[src/rtl/store_unit.sv]
// Store path for the MEM stage: places SB/SH/SW data on the 32-bit write bus,
// drives byte enables and runs the req/ack handshake with a timeout.
module store_unit #(
  parameter int BIG_ENDIAN = 0,
  parameter int TIMEOUT    = 15,
  parameter int CNT_W      = 4
) (
  input  logic        clock,
  input  logic        reset,
  input  logic        start,
  input  logic [1:0]  funct,
  input  logic [31:0] addr,
  input  logic [31:0] wdata,
  output logic        busy,
  output logic        done,
  output logic        addr_err,
  output logic        bus_err,
  output logic        mem_req,
  output logic [31:0] mem_addr,
  output logic [31:0] mem_wdata,
  output logic [3:0]  mem_be,
  input  logic        mem_ack
);

  typedef enum logic [0:0] {
    IDLE = 1'b0,
    REQ  = 1'b1
  } state_t;

  localparam bit                TO_EN    = (TIMEOUT != 0);
  localparam int                LAST     = (TIMEOUT == 0) ? 0 : TIMEOUT - 1;
  localparam logic [CNT_W-1:0]  LAST_CNT = CNT_W'(LAST);
  localparam logic [CNT_W-1:0]  CNT_ONE  = CNT_W'(1);

  state_t           state_r, state_s;
  logic [CNT_W-1:0] cnt_r, cnt_s;
  logic             busy_r, busy_s;
  logic             done_r, done_s;
  logic             addr_err_r, addr_err_s;
  logic             bus_err_r, bus_err_s;
  logic             mem_req_r, mem_req_s;
  logic [31:0]      mem_addr_r, mem_addr_s;
  logic [31:0]      mem_wdata_r, mem_wdata_s;
  logic [3:0]       mem_be_r, mem_be_s;

  function automatic logic is_illegal(input logic [1:0] f, input logic [1:0] a);
    case (f)
      2'b00:   is_illegal = 1'b0;
      2'b01:   is_illegal = a[0];
      2'b10:   is_illegal = (a != 2'b00);
      default: is_illegal = 1'b1;
    endcase
  endfunction

  function automatic logic [31:0] place_data(input logic [1:0] f, input logic [31:0] d);
    case (f)
      2'b00:   place_data = {4{d[7:0]}};
      2'b01:   place_data = {2{d[15:0]}};
      default: place_data = d;
    endcase
  endfunction

  // Replicated data stays the same in both byte orders; only the enables flip.
  function automatic logic [3:0] place_be(input logic [1:0] f, input logic [1:0] a);
    logic [3:0] be;
    case (f)
      2'b00:   be = 4'b0001 << a;
      2'b01:   be = 4'b0011 << {a[1], 1'b0};
      2'b10:   be = 4'b1111;
      default: be = 4'b0000;
    endcase
    if (BIG_ENDIAN != 0) begin
      place_be = {be[0], be[1], be[2], be[3]};
    end else begin
      place_be = be;
    end
  endfunction

  // Next-state and next-output logic.
  always_comb begin
    state_s     = state_r;
    cnt_s       = cnt_r;
    busy_s      = 1'b0;
    done_s      = 1'b0;
    addr_err_s  = 1'b0;
    bus_err_s   = 1'b0;
    mem_req_s   = 1'b0;
    mem_addr_s  = mem_addr_r;
    mem_wdata_s = mem_wdata_r;
    mem_be_s    = 4'b0000;
    case (state_r)
      IDLE: begin
        if (start) begin
          if (is_illegal(funct, addr[1:0])) begin
            addr_err_s = 1'b1;
          end else begin
            state_s     = REQ;
            busy_s      = 1'b1;
            mem_req_s   = 1'b1;
            mem_addr_s  = {addr[31:2], 2'b00};
            mem_wdata_s = place_data(funct, wdata);
            mem_be_s    = place_be(funct, addr[1:0]);
            cnt_s       = {CNT_W{1'b0}};
          end
        end else begin
          state_s = IDLE;
        end
      end
      REQ: begin
        // Ack is checked first so an ack on the last allowed cycle still completes.
        if (mem_ack) begin
          state_s = IDLE;
          done_s  = 1'b1;
        end else if (TO_EN && (cnt_r == LAST_CNT)) begin
          state_s   = IDLE;
          bus_err_s = 1'b1;
          cnt_s     = cnt_r + CNT_ONE;
        end else begin
          state_s   = REQ;
          busy_s    = 1'b1;
          mem_req_s = 1'b1;
          mem_be_s  = mem_be_r;
          cnt_s     = cnt_r + CNT_ONE;
        end
      end
      default: begin
        state_s = IDLE;
      end
    endcase
  end

  // State, counter and registered outputs.
  always_ff @(posedge clock) begin
    if (reset) begin
      state_r     <= IDLE;
      cnt_r       <= {CNT_W{1'b0}};
      busy_r      <= 1'b0;
      done_r      <= 1'b0;
      addr_err_r  <= 1'b0;
      bus_err_r   <= 1'b0;
      mem_req_r   <= 1'b0;
      mem_addr_r  <= 32'h0000_0000;
      mem_wdata_r <= 32'h0000_0000;
      mem_be_r    <= 4'b0000;
    end else begin
      state_r     <= state_s;
      cnt_r       <= cnt_s;
      busy_r      <= busy_s;
      done_r      <= done_s;
      addr_err_r  <= addr_err_s;
      bus_err_r   <= bus_err_s;
      mem_req_r   <= mem_req_s;
      mem_addr_r  <= mem_addr_s;
      mem_wdata_r <= mem_wdata_s;
      mem_be_r    <= mem_be_s;
    end
  end

  assign busy      = busy_r;
  assign done      = done_r;
  assign addr_err  = addr_err_r;
  assign bus_err   = bus_err_r;
  assign mem_req   = mem_req_r;
  assign mem_addr  = mem_addr_r;
  assign mem_wdata = mem_wdata_r;
  assign mem_be    = mem_be_r;

endmodule

[config.mk]
export PLATFORM = sky130hd
export DESIGN_NAME = store_unit
export DESIGN_NICKNAME = d
export VERILOG_FILES = /design/src/rtl/store_unit.sv
export SDC_FILE = /design/constraint.sdc
export NUM_CORES = 1
export LEC_CHECK = 0
export CAP_MARGIN = 20
export CORE_MARGIN = 2
export CORE_UTILIZATION = 45
export CTS_BUF_LIST = sky130_fd_sc_hd__clkbuf_8
export DETAILED_ROUTE_END_ITERATION = 6
export PLACE_DENSITY = 0.83
export SYNTH_ARGS = -nofsm -noshare
export SYNTH_HDL_FRONTEND = slang
export SYNTH_SLANG_ARGS = --single-unit
[constraint.sdc]
create_clock -name clock -period 3.03 [get_ports clock]
set_input_delay 0.606 -clock clock [delete_from_list [all_inputs] [get_ports clock]]
set_output_delay 0.606 -clock clock [all_outputs]
set_load 0.005 [all_outputs]
Word-level counts from Yosys, hierarchy flattened
Index checks and enable logic that the tools add are counted.
- latch bits: 0
- logic and storage cells: 50
- output and inout port bits: 73
- bits in read-only memories: 0
- bits in writable memories: 0
- memories: 0
- input bits: 70
- register bits after elaboration: 74
- equality and inequality tests: 7
- reductions and logical operators: 7
- muxes and demuxes: 22
- add/subtract/negate cells: 1
- $mul: 0
- shifts and indexed selects: 2
- magnitude comparators: 0
- divide/modulo/power cells: 0
- bitwise gates (word level): 3
- operators with widths (cell ; number):
    $pmux 32 s2 ; 1
    $mux 4 ; 7
    $pmux 4 s2 ; 2
    $pmux 4 s3 ; 1
    $mux 1 ; 9
    $ne 2x2->1 const B ; 3
    $reduce_and 3->1 ; 2
    $reduce_or 3->1 ; 2
    $add 4x1->4 const B ; 1
    $eq 4x4->1 const B ; 1
    $shl 1x2->4 const A ; 1
    $shl 2x2->4 const A ; 1
    $ne 3x2->1 const B ; 1
    $not 1->1 ; 3
    $pmux 1 s3 ; 1
    $eq 2x1->1 const B ; 1
    $eq 2x2->1 const B ; 1
    $logic_not 2->1 ; 1
    $pmux 1 s2 ; 1
    $reduce_bool 2->1 ; 1
    $reduce_or 2->1 ; 1

Longest topological paths before layout
- word-level depth: 7
- mapped depth: 6
- mapped depth without buffers: 5

Least setup slack after synthesis
No wires, ideal clock.
- kind: input to register
- start: input port funct[0]
- end: register mem_wdata_r[22] (netlist: mem_wdata[22])
- arrival: 1.733 ns
- stages on the path: 6
- setup slack: 1.182 ns
- library setup time: 0.116 ns
- data required time: 2.914 ns
- path through: or3_1 -> buf_2 -> a21o_1 -> buf_6 -> buf_6 -> a31o_1
- longest elaborated chain between the ends: 6
- elaborated cells on any way between the ends: 9
- ends and longest elaborated chain (what ; RTL line ; text):
    start, declared ; 11 ; input logic [1:0] funct,
    $eq 2x2->1, or another cell as far along ; 47 ; case (f)
    $pmux 1 s3 ; 47 ;
    $mux 1 ; 93 ; if (start) begin
    $mux 1 ; 91 ; case (state_r)
    $not 1->1 (no source line) ; - ;
    $reduce_and 3->1 (no source line) ; - ;
    end signal, assigned ; 154 ; mem_wdata_r <= mem_wdata_s;
    end, declared ; 43 ; logic [31:0] mem_wdata_r, mem_wdata_s;
Parallel ways exist; a longest one is shown, timed or not. The select of a mux whose other input is x is not followed.
A chain may end at the register's enable or synchronous reset.

Worst setup path in the final report
- start: input port funct[0]
- end: register mem_wdata_r[21] (netlist: mem_wdata[21])
Same word-level chain as after synthesis.

==> flow_summary.toml <==
[die]
dieWidth_um = 93.4
pin_count = 143
rows = 32
die_h_um = 93.4
die_area_sq_um = 8730
start_util_pct = 46.6
core_area_sq_um = 7730

[synth]
ys_seq_area_share_pct = 41.2
synthCells = 381
synth_flop_cell = "dfxtp_1"
postSynthRegisterBits = 74
syn_area_sq_um = 3600
yosys.area.top_type = "dfxtp_1"
syn_area_per_cell_sq_um = 9.45
yosysMostFrequentCell = "nand2_1"
ys_warn_count = 0
synthDominantCellAreaShare_pct = 41.2
synth_edf_count = 0
yosys-top-cells-area = "dfxtp_1, mux2i_1, nand2_1, a2111oi_2, a211oi_2"
synthArstFlopShare_pct = 0
synth_common_cells = "nand2_1, dfxtp_1, mux2i_1"
yosysUniqueCellTypes = 42

[clock_tree]
cts_setup_buffers = 0
clockBufferDepth = 2
cts_resized = 0
clock_latency_ns = 0.35
numCtsBuffers = 9
root_buffer = "clkbuf_8"
ctsHoldBuffers = 0
cts_tree = "built"
htree_levels = 3
clk_pin_slew_ns = 0.08
cts.sinks = 74

[hold_path]
hold_class = "reg2reg"
hold_depth = 2

[power_and_ir_drop]
p_int_mw = 1.77
pwr-share-clk_pct = 36.0
p_leak_nw = 1.92
power_frac_comb_pct = 19.3
power_density_nw_per_um2 = 451
power_mw = 2.36
ir_drop_mv = 0.313
p_sw_uw = 596
switching_share_pct = 25.2
seqPwrFrac_pct = 44.7

[global_routing]
grt_max_degree = 68
antenna_found_initial = 0
first_global_vias = 3142
grtUsageTotal_pct = 22.3
grt_pass1_wl_um = 15400
overflow = 0

[worst_setup_path]
critPathRequiredTime_ns = 3.32
cp-end-kind = "flip-flop"
worst_setup_path_start_kind = "primary input"
path_cells = "clkdlybuf4s50_1 -> or3_1 -> buf_4 -> a2111oi_0 -> a31o_1"
crit_slowest_cell = "or3_1"
critPathArrivalTime_ns = 2.58
worst_path_largest_cell_delay_ns = 0.56
rr_worst_depth = 4
crit_fanout = 11
critPathKind = "in2reg"

[timing]
finClkSkew_ns = 0.00898
finalCriticalPeriod_ns = 2.29
period_share_pct = 75.6
layout_setup_ws_ns = 0.738
rsz0062_at_grt = "no"
worst_pin_slew_ns = 0.609
finalMaxSlewViolations = 0
setup_violations = 0
hold_violations = 0
relSlewSlack_pct = 59.4
fmax_mhz = 436
holdWs_ns = 0.460
setup_tns_ns = 0

[detailed_routing]
first_iter_violations = 88
wl_per_cell_um = 15.8
wl_um = 9680
via_per_inst = 5.25
dr.pass1.iters = 5
num_vias = 3215
drc = 0
ant_nets = 0

[placed_design]
dp_hpwl_um = 6860
port_buffers = 140
place.gp.congestion = 0.809
dp_cells = 596
dp_slack_ns = 0.388
post_dp_cell_area_sq_um = 5020

[finish]
nNetsFinal = 577
fin_util_pct = 67.7
antennaDiodeCount = 0
area_growth_pct = 45.4
stdcell_area_sq_um = 5240
final_cells = 612
drive_gt1_share_pct = 9.22

[run_status]
status = "finished, final reports clean"

[run]
drv_cap = 0
[power groups by stage]
| stage | registers, mW | clock network (mW) | logic [mW] |
|---|---|---|---|
| after global placement | 1.08 | 0 | 0.449 |
| after floorplan | 1.08 | 0 | 0.214 |
| after global routing | 1.06 | 0.903 | 0.492 |
| final | 1.06 | 0.852 | 0.455 |
| after detailed placement | 1.08 | 0 | 0.455 |
| after CTS | 1.06 | 0.867 | 0.458 |
[state kept, by name (all words and copies together), names as in the netlist]
register / cells
mem_wdata: 32
mem_addr: 30
cnt_r: 4
mem_be: 4
addr_err: 1
bus_err: 1
done: 1
mem_req: 1
[cells in the final DEF, fill, tap and decap left out, types with 2 or more instances in the layout]
cell type,synthesis,routed
mux2_1,8,8
clkdlybuf4s50_1,0,139
mux2i_1,54,54
a31o_1,8,8
a21oi_1,4,4
nor2b_1,2,2
a2111oi_2,10,10
o211ai_1,8,8
inv_1,9,10
conb_1,1,2
o21ai_1,3,3
nor3_1,2,2
nand3_1,7,7
bufinv_16,0,2
dfxtp_1,74,74
a211oi_2,8,8
nor3b_1,10,10
ha_1,2,2
a2111oi_0,6,6
nand2b_1,12,12
o32ai_1,2,2
buf_4,9,9
clkinv_2,0,3
o21a_1,8,8
clkbuf_8,0,10
a21o_1,2,2
nand2_1,87,87
nand4_1,2,2
[cells by family (layout without fill, tap and decap cells)]
kind of cell	count (synthesis)	after routing	synth area share (%)
simple gates	127	127	16.2
fa+ha+maj	2	2	0.695
other cells	1	2	0.104
flops	74	74	41.2
compound gates	66	66	17.2
buf+inv	48	176	6.81
xor+xnor	1	1	0.243
mux	62	62	17.5
[worst max-delay path, delay by kind of cell]
family	cells	cell delay, ns
buffers and inverters	2	0.80
and+or+nand+nor	1	0.56
AOI/OAI and AO/OA	2	0.60
[worst paths after layout]
kind	from	to	slack, ns
max	funct[0]	mem_wdata[21]	0.74
min	mem_addr[20]	mem_addr[20]	0.46
max reg2reg	mem_req	mem_wdata[29]	1.18
min reg2reg	mem_addr[20]	mem_addr[20]	0.46
[routing by layer]
metal / GRT usage (%) / vias to the layer above / wire, um
li1: - / 1583 / -
met1: 27.6 / 1486 / 4120
met2: 35.7 / 136 / 4390
met3: 8.22 / 10 / 1060
met4: 7.35 / 0 / 112
met5: 0 / - / 0
[final cells by class]
| cell class | count | area, sq um |
|---|---|---|
| clock buffer | 10 | 138 |
| multi-input combinational | 260 | 1880 |
| sequential | 74 | 1480 |
| clock inverter | 6 | 81.3 |
| tap | 102 | 128 |
| fill | 614 | 2490 |
| inverter | 10 | 38.8 |
| timing repair buffer | 150 | 1480 |
Power figures use the tool's default switching activity.
